<file path="src/rtl/memresp_pkg.sv">
// Shared types and default constants for the mem_responder block.
package memresp_pkg;

  typedef enum logic [1:0] {
    IDLE    = 2'd0,
    WAIT    = 2'd1,
    RESPOND = 2'd2
  } memresp_state_t;

  localparam int MEMRESP_DEPTH_DEFAULT = 64;
  localparam int MEMRESP_WAIT_DEFAULT  = 2;

endpackage

</file>
<file path="src/rtl/memresp_storage.sv">
// Word array for mem_responder: registered read port with error clear, byte-masked write port.
module memresp_storage
  import memresp_pkg::*;
#(
  parameter int  DEPTH = MEMRESP_DEPTH_DEFAULT,
  localparam int AW    = $clog2(DEPTH)
) (
  input  logic          clock,
  input  logic          resetN,
  input  logic          we,
  input  logic          re,
  input  logic          clr,
  input  logic [AW-1:0] idx,
  input  logic [31:0]   wdata,
  input  logic [3:0]    be,
  output logic [31:0]   rdata
);

  // Contents start at zero at power-up and are never touched by reset.
  logic [31:0] mem [DEPTH] = '{default: '0};

  always_ff @(posedge clock) begin
    if (we) begin
      for (int b = 0; b < 4; b++) begin
        if (be[b]) mem[idx][8*b +: 8] <= wdata[8*b +: 8];
      end
    end
  end

  always_ff @(posedge clock or negedge resetN) begin
    if (!resetN) begin
      rdata <= '0;
    end else if (re) begin
      rdata <= clr ? '0 : mem[idx];
    end
  end

endmodule

</file>
<file path="src/rtl/mem_responder.sv">
// Single-outstanding memory responder with WAIT_CYCLES wait states and address checking.
// Optional byte-masked writes are enabled by defining MEM_RESPONDER_BYTE_MASK_EN.
module mem_responder
  import memresp_pkg::*;
#(
  parameter int DEPTH       = MEMRESP_DEPTH_DEFAULT,
  parameter int WAIT_CYCLES = MEMRESP_WAIT_DEFAULT
) (
  input  logic        clock,
  input  logic        resetN,
  input  logic        reqValid,
  output logic        reqReady,
  input  logic        reqWrite,
  input  logic [31:0] reqAddr,
  input  logic [31:0] reqWData,
`ifdef MEM_RESPONDER_BYTE_MASK_EN
  input  logic [3:0]  reqByteEn,
`endif
  output logic        respValid,
  output logic [31:0] respData,
  output logic        respErr
);

  localparam int AW = $clog2(DEPTH);

  memresp_state_t state_q, state_d;
  logic [3:0]     cnt_q, cnt_d;
  logic           enter_resp;

  logic           wr_q;
  logic [31:0]    addr_q, wdata_q;
  logic [3:0]     be_q, be_in;

  logic           cur_wr, cur_err;
  logic [31:0]    cur_addr, cur_wdata;
  logic [3:0]     cur_be;

`ifdef MEM_RESPONDER_BYTE_MASK_EN
  assign be_in = reqByteEn;
`else
  assign be_in = 4'hF;
`endif

  assign reqReady  = (state_q == IDLE);
  assign respValid = (state_q == RESPOND);

  // With zero wait states RESPOND is entered on the accept edge, before the latches load.
  assign cur_wr    = (state_q == IDLE) ? reqWrite : wr_q;
  assign cur_addr  = (state_q == IDLE) ? reqAddr  : addr_q;
  assign cur_wdata = (state_q == IDLE) ? reqWData : wdata_q;
  assign cur_be    = (state_q == IDLE) ? be_in    : be_q;
  assign cur_err   = (cur_addr[1:0] != 2'b00) || (cur_addr[31:AW+2] != '0);

  always_comb begin
    state_d    = state_q;
    cnt_d      = cnt_q;
    enter_resp = 1'b0;
    case (state_q)
      IDLE: begin
        if (reqValid) begin
          if (WAIT_CYCLES == 0) begin
            state_d    = RESPOND;
            enter_resp = 1'b1;
          end else begin
            state_d = WAIT;
            cnt_d   = 4'(WAIT_CYCLES - 1);
          end
        end
      end
      WAIT: begin
        if (cnt_q == 4'd0) begin
          state_d    = RESPOND;
          enter_resp = 1'b1;
        end else begin
          cnt_d = cnt_q - 4'd1;
        end
      end
      RESPOND: state_d = IDLE;
      default: state_d = IDLE;
    endcase
  end

  always_ff @(posedge clock or negedge resetN) begin
    if (!resetN) begin
      state_q <= IDLE;
      cnt_q   <= 4'd0;
      respErr <= 1'b0;
    end else begin
      state_q <= state_d;
      cnt_q   <= cnt_d;
      respErr <= enter_resp & cur_err;
    end
  end

  always_ff @(posedge clock) begin
    if (reqValid && reqReady) begin
      wr_q    <= reqWrite;
      addr_q  <= reqAddr;
      wdata_q <= reqWData;
      be_q    <= be_in;
    end
  end

  // Reads and rejected accesses load the read register; rejected ones clear it to zero.
  memresp_storage #(.DEPTH(DEPTH)) u_storage (
    .clock  (clock),
    .resetN (resetN),
    .we     (enter_resp & cur_wr & ~cur_err),
    .re     (enter_resp & (~cur_wr | cur_err)),
    .clr    (cur_err),
    .idx    (cur_addr[AW+1:2]),
    .wdata  (cur_wdata),
    .be     (cur_be),
    .rdata  (respData)
  );

endmodule

</file>
<file path="config.mk">
export PLATFORM = sky130hd
export DESIGN_NAME = mem_responder
export DESIGN_NICKNAME = d
export VERILOG_FILES = /design/src/rtl/memresp_pkg.sv /design/src/rtl/memresp_storage.sv /design/src/rtl/mem_responder.sv
export SDC_FILE = /design/constraint.sdc
export NUM_CORES = 2
export LEC_CHECK = 0
export ABC_AREA = 1
export BUFFER_PORTS_ARGS = -buffer_cell sky130_fd_sc_hd__buf_2
export CAP_MARGIN = 10
export CORE_ASPECT_RATIO = 0.8
export CORE_UTILIZATION = 44
export CTS_BUF_LIST = sky130_fd_sc_hd__clkbuf_8
export CTS_CLUSTER_DIAMETER = 200
export CTS_CLUSTER_SIZE = 28
export DETAILED_ROUTE_END_ITERATION = 8
export GPL_ROUTABILITY_DRIVEN = 0
export PLACE_DENSITY = 0.6
export SKIP_LAST_GASP = 1
export SLEW_MARGIN = 40
export SYNTH_ARGS = -nofsm -noshare
export SYNTH_HDL_FRONTEND = slang
export SYNTH_HIERARCHICAL = 1
export SYNTH_SLANG_ARGS = --single-unit
</file>
<file path="constraint.sdc">
create_clock -name clock -period 6.8 [get_ports clock]
set_input_delay 0.34 -clock clock [delete_from_list [all_inputs] [get_ports clock]]
set_output_delay 0.34 -clock clock [all_outputs]
set_load 0.05 [all_outputs]
</file>
==> results.tsv <==
stage	metric	value	unit
run_status	result_of_the_run	completed	
worst_setup_path	worstRegToRegCells	10	
synth	synthDominantAreaCellType	sky130_fd_sc_hd__edfxtp_1	
synth	synth.distinct_cells	31	
cts	post_cts_hold_buffer_count	68	
worst_setup_path	crit-reg2reg-launch	state_q[1]	
sta	worst-slew-pin-transition	1.02	ns
sta	slew_viol_final	0	
synth	synth.yosys.warnings	6	
die	floorplan.core_area	205000	sq um
global_routing	grt.total_usage	0.255	
cells_and_area	commonest_cells_after_routing_fill_and_taps_aside	sky130_fd_sc_hd__nand2_1 (5,973), sky130_fd_sc_hd__edfxtp_1 (2,113), sky130_fd_sc_hd__nor2_1 (323), sky130_fd_sc_hd__buf_2 (102), sky130_fd_sc_hd__clkbuf_8 (90)	
cts	resized_after_cts	0	
global_routing	grt_most_used_layer	met1	
global_routing	first_global_vias	59000	
synth	netlist_area	91100	sq um
synth	ys_seq_elements	2152	
die	chipWidth	511	microns
drt	vias_per_cell	5.30	
cts	max-clock-path-buffers	3	
synth	count_of_flip_flops_with_a_built_in_enable_after_synthesis	2113	
synth	postSynth.asyncResetShare	0.0181	
worst_setup_path	setup.worst_path.class	reg -> reg	
placed_design	dpl_cell_area	94200	sq um
drt	drcViolationCount	0	
drt	via_count	62500	
global_routing	global_route.usage.met3	0.0514	
sta	clock.fmax	207	MHz
die	floorplan.initialDensity	0.445	
cts	post_cts.repair.setup_buffers	0	
worst_setup_path	crit_path_start_kind	flip-flop	
sta	timing.final.setup_violations	0	
global_routing	pin_count_of_the_biggest_net_entering_global_routing	187	
sta	maxSlewHeadroom	0.321	
cts	numCtsBuffers	86	
worst_hold_path	hold_start	reqWData[28]	
cts	tritoncts	built	
cts	worst_skew_late_latency	0.95	ns
placed_design	place.detailed.hpwl	161	mm
die	design.portCount	103	
drt	drt-pass1-iter-count	9	
synth	synth.top_cell.area_share	0.697	
worst_setup_path	cp_data_arrival_time	5.37	ns
global_routing	grt_use_met2	0.376	
cts	clock-root-buffer	sky130_fd_sc_hd__clkbuf_8	
synth	syn_inst	9113	
die	die-area	209000	sq um
cts	tritoncts_num_sinks	2152	
cells_and_area	share_of_layout_cells_above_drive_strength_1	0.0476	
worst_setup_path	sort_of_element_at_the_end_of_the_critical_path	flip-flop	
placed_design	io_buffers	102	
worst_setup_path	regToRegEndpoint	u_storage/mem[45][27]	
cells_and_area	area_growth	6.07	%
drt	ant_nets	0	
power_and_ir_drop	vdd_ir_drop_max	0.000626	V
cells_and_area	commonest_non_fill_non_tap_cell_in_the_layout	sky130_fd_sc_hd__nand2_1	
worst_hold_path	hold_path_depth	2	
synth	synthesis.area_per_instance	10.0	sq um
synth	synth.area.top_cells	sky130_fd_sc_hd__edfxtp_1 (70%), sky130_fd_sc_hd__nand2_1 (25%), sky130_fd_sc_hd__nor2_1 (1.5%)	
die	std_cell_rows	148	
power_and_ir_drop	p_leak	0.0399	uW
global_routing	gr-total-overflow	0	
synth	postSynth.topFlopCell	sky130_fd_sc_hd__edfxtp_1	
worst_hold_path	worstHoldEndpoint	wdata_q[28]	
die	dieHeight	409	microns
global_routing	grt_pass1_wl	395	mm
worst_setup_path	worst-path-max-fanout	103	
worst_hold_path	min_path_type	in -> reg	
cells_and_area	post-route-cell-area	96600	sq um
cts	cts.reportedPaths.clkPinSlew	0.17	ns
drt	detail_route.wirelength	269	mm
global_routing	groute.layer.met1.usage	0.379	
sta	setup-tns-final	0	ns
drt	drtIter0Drc	7821	
sta	layout_worst_path_cycle_share	0.711	
cells_and_area	nets	9073	
sta	post_layout_minimum_cycle_time	4.83	ns
sta	final-hold-violation-count	0	
worst_setup_path	worst_ep_required_time	7.33	ns
sta	clock-skew-final	0.0812	ns
global_routing	grt_antenna_before_repair	14	
drt	wire_per_inst	22.9	microns
synth	seq_area_frac_synth	0.707	
flow_run	max_capacitance_violation_count	0	
power_and_ir_drop	powerDensity	417	nW/um^2
cts	clock_tree.htree_level_count	3	
worst_setup_path	r2r_setup_slack	1.97	ns
sta	grt_setup_unrepaired	false	
==> layer usage <==
layer / up-vias / wire length [microns]
met4: 16 / 9200
met3: 369 / 26500
li1: 28900 / -
met1: 30400 / 118000
met2: 2805 / 115000
met5: - / 472
==> how the worst max path moves through the flow <==
stage | start | endpoint | slack (ns) | cells after the start
6_report | state_q[1] | u_storage/mem[45][27] | 1.97 | 10
5_1_grt | state_q[0] | u_storage/mem[24][1] | 1.84 | 12
4_1_cts | state_q[1] | u_storage/mem[38][3] | 2.01 | 12
3_5_place_dp | state_q[1] | u_storage/mem[25][3] | 2.06 | 12
3_3_place_gp | state_q[0] | u_storage/mem[48][26] | 1.83 | 11
2_1_floorplan | state_q[0] | u_storage/mem[14][0] | 4.10 | 11
==> metrics by stage <==
step,instances,hold WS [ns],setup slack [ns],total power (uW),util
6_report,11800,0.103,1.97,40300,0.472
2_1_floorplan,9116,0.0444,4.10,28500,-
5_1_grt,11800,0.0764,1.84,42500,0.472
3_5_place_dp,11500,0.465,2.06,35100,0.460
4_1_cts,11800,0.0292,2.01,40100,0.471
3_3_place_gp,11500,0.468,1.83,34900,0.459
==> synth_stat cells (4+ instances only) <==
cell type / n
sky130_fd_sc_hd__dfrtp_1: 39
sky130_fd_sc_hd__inv_2: 9
sky130_fd_sc_hd__nor3_1: 10
sky130_fd_sc_hd__o21ai_1: 7
sky130_fd_sc_hd__or2_2: 4
sky130_fd_sc_hd__buf_4: 5
sky130_fd_sc_hd__nand3_1: 7
sky130_fd_sc_hd__inv_1: 23
sky130_fd_sc_hd__nor2_2: 9
sky130_fd_sc_hd__clkbuf_1: 156
sky130_fd_sc_hd__nor2_1: 372
sky130_fd_sc_hd__buf_2: 276
sky130_fd_sc_hd__nand2_1: 6025
sky130_fd_sc_hd__buf_1: 28
sky130_fd_sc_hd__edfxtp_1: 2113
sky130_fd_sc_hd__o211ai_1: 7
==> where the power goes <==
group          total (uW)  switching [uW]  internal [uW]  leakage (uW)
Sequential          16900            34.8          16900        0.0196
Clock                5130            3840           1290      0.000986
Combinational       18300           14300           3960        0.0193
==> cell families after synthesis <==
group	Yosys count	synth area share
xor+xnor	1	0.0000962
fa+ha+maj	1	0.000137
compound gates	17	0.00113
simple gates	6441	0.267
other cells	1	0.0000412
buf+inv	499	0.0247
mux	1	0.000110
flops	2152	0.707
==> area by class of cell <==
type / instances / area [sq um]
Fill cell: 18800 / 108000
Sequential cell: 2152 / 64400
Multi-Input combinational cell: 6465 / 24800
Tap cell: 2700 / 3380
Timing Repair Buffer: 266 / 2330
Clock buffer: 90 / 1240
Clock inverter: 64 / 279
Inverter: 33 / 155
Antenna cell: 12 / 30.0
==> worst max-delay path, cell delays in order (launching register included) <==
cell	delay, ns
sky130_fd_sc_hd__dfrtp_1	0.47
sky130_fd_sc_hd__inv_2	0.06
sky130_fd_sc_hd__nand2_2	0.20
sky130_fd_sc_hd__nand2_1	0.13
sky130_fd_sc_hd__nand2_4	0.56
sky130_fd_sc_hd__inv_8	0.41
sky130_fd_sc_hd__nor2_1	0.52
sky130_fd_sc_hd__inv_1	0.16
sky130_fd_sc_hd__nor2_2	0.29
sky130_fd_sc_hd__nand2_1	0.65
sky130_fd_sc_hd__nor2_1	0.85
==> sequential cells by signal, indices dropped and copies added (netlist names) <==
name             count
state_q              2
u_storage/mem     2048
wr_q                 1
wdata_q             32
addr_q              32
respErr              1
cnt_q                4
u_storage/rdata     32
No activity file was read; power rests on OpenSTA's default activity.
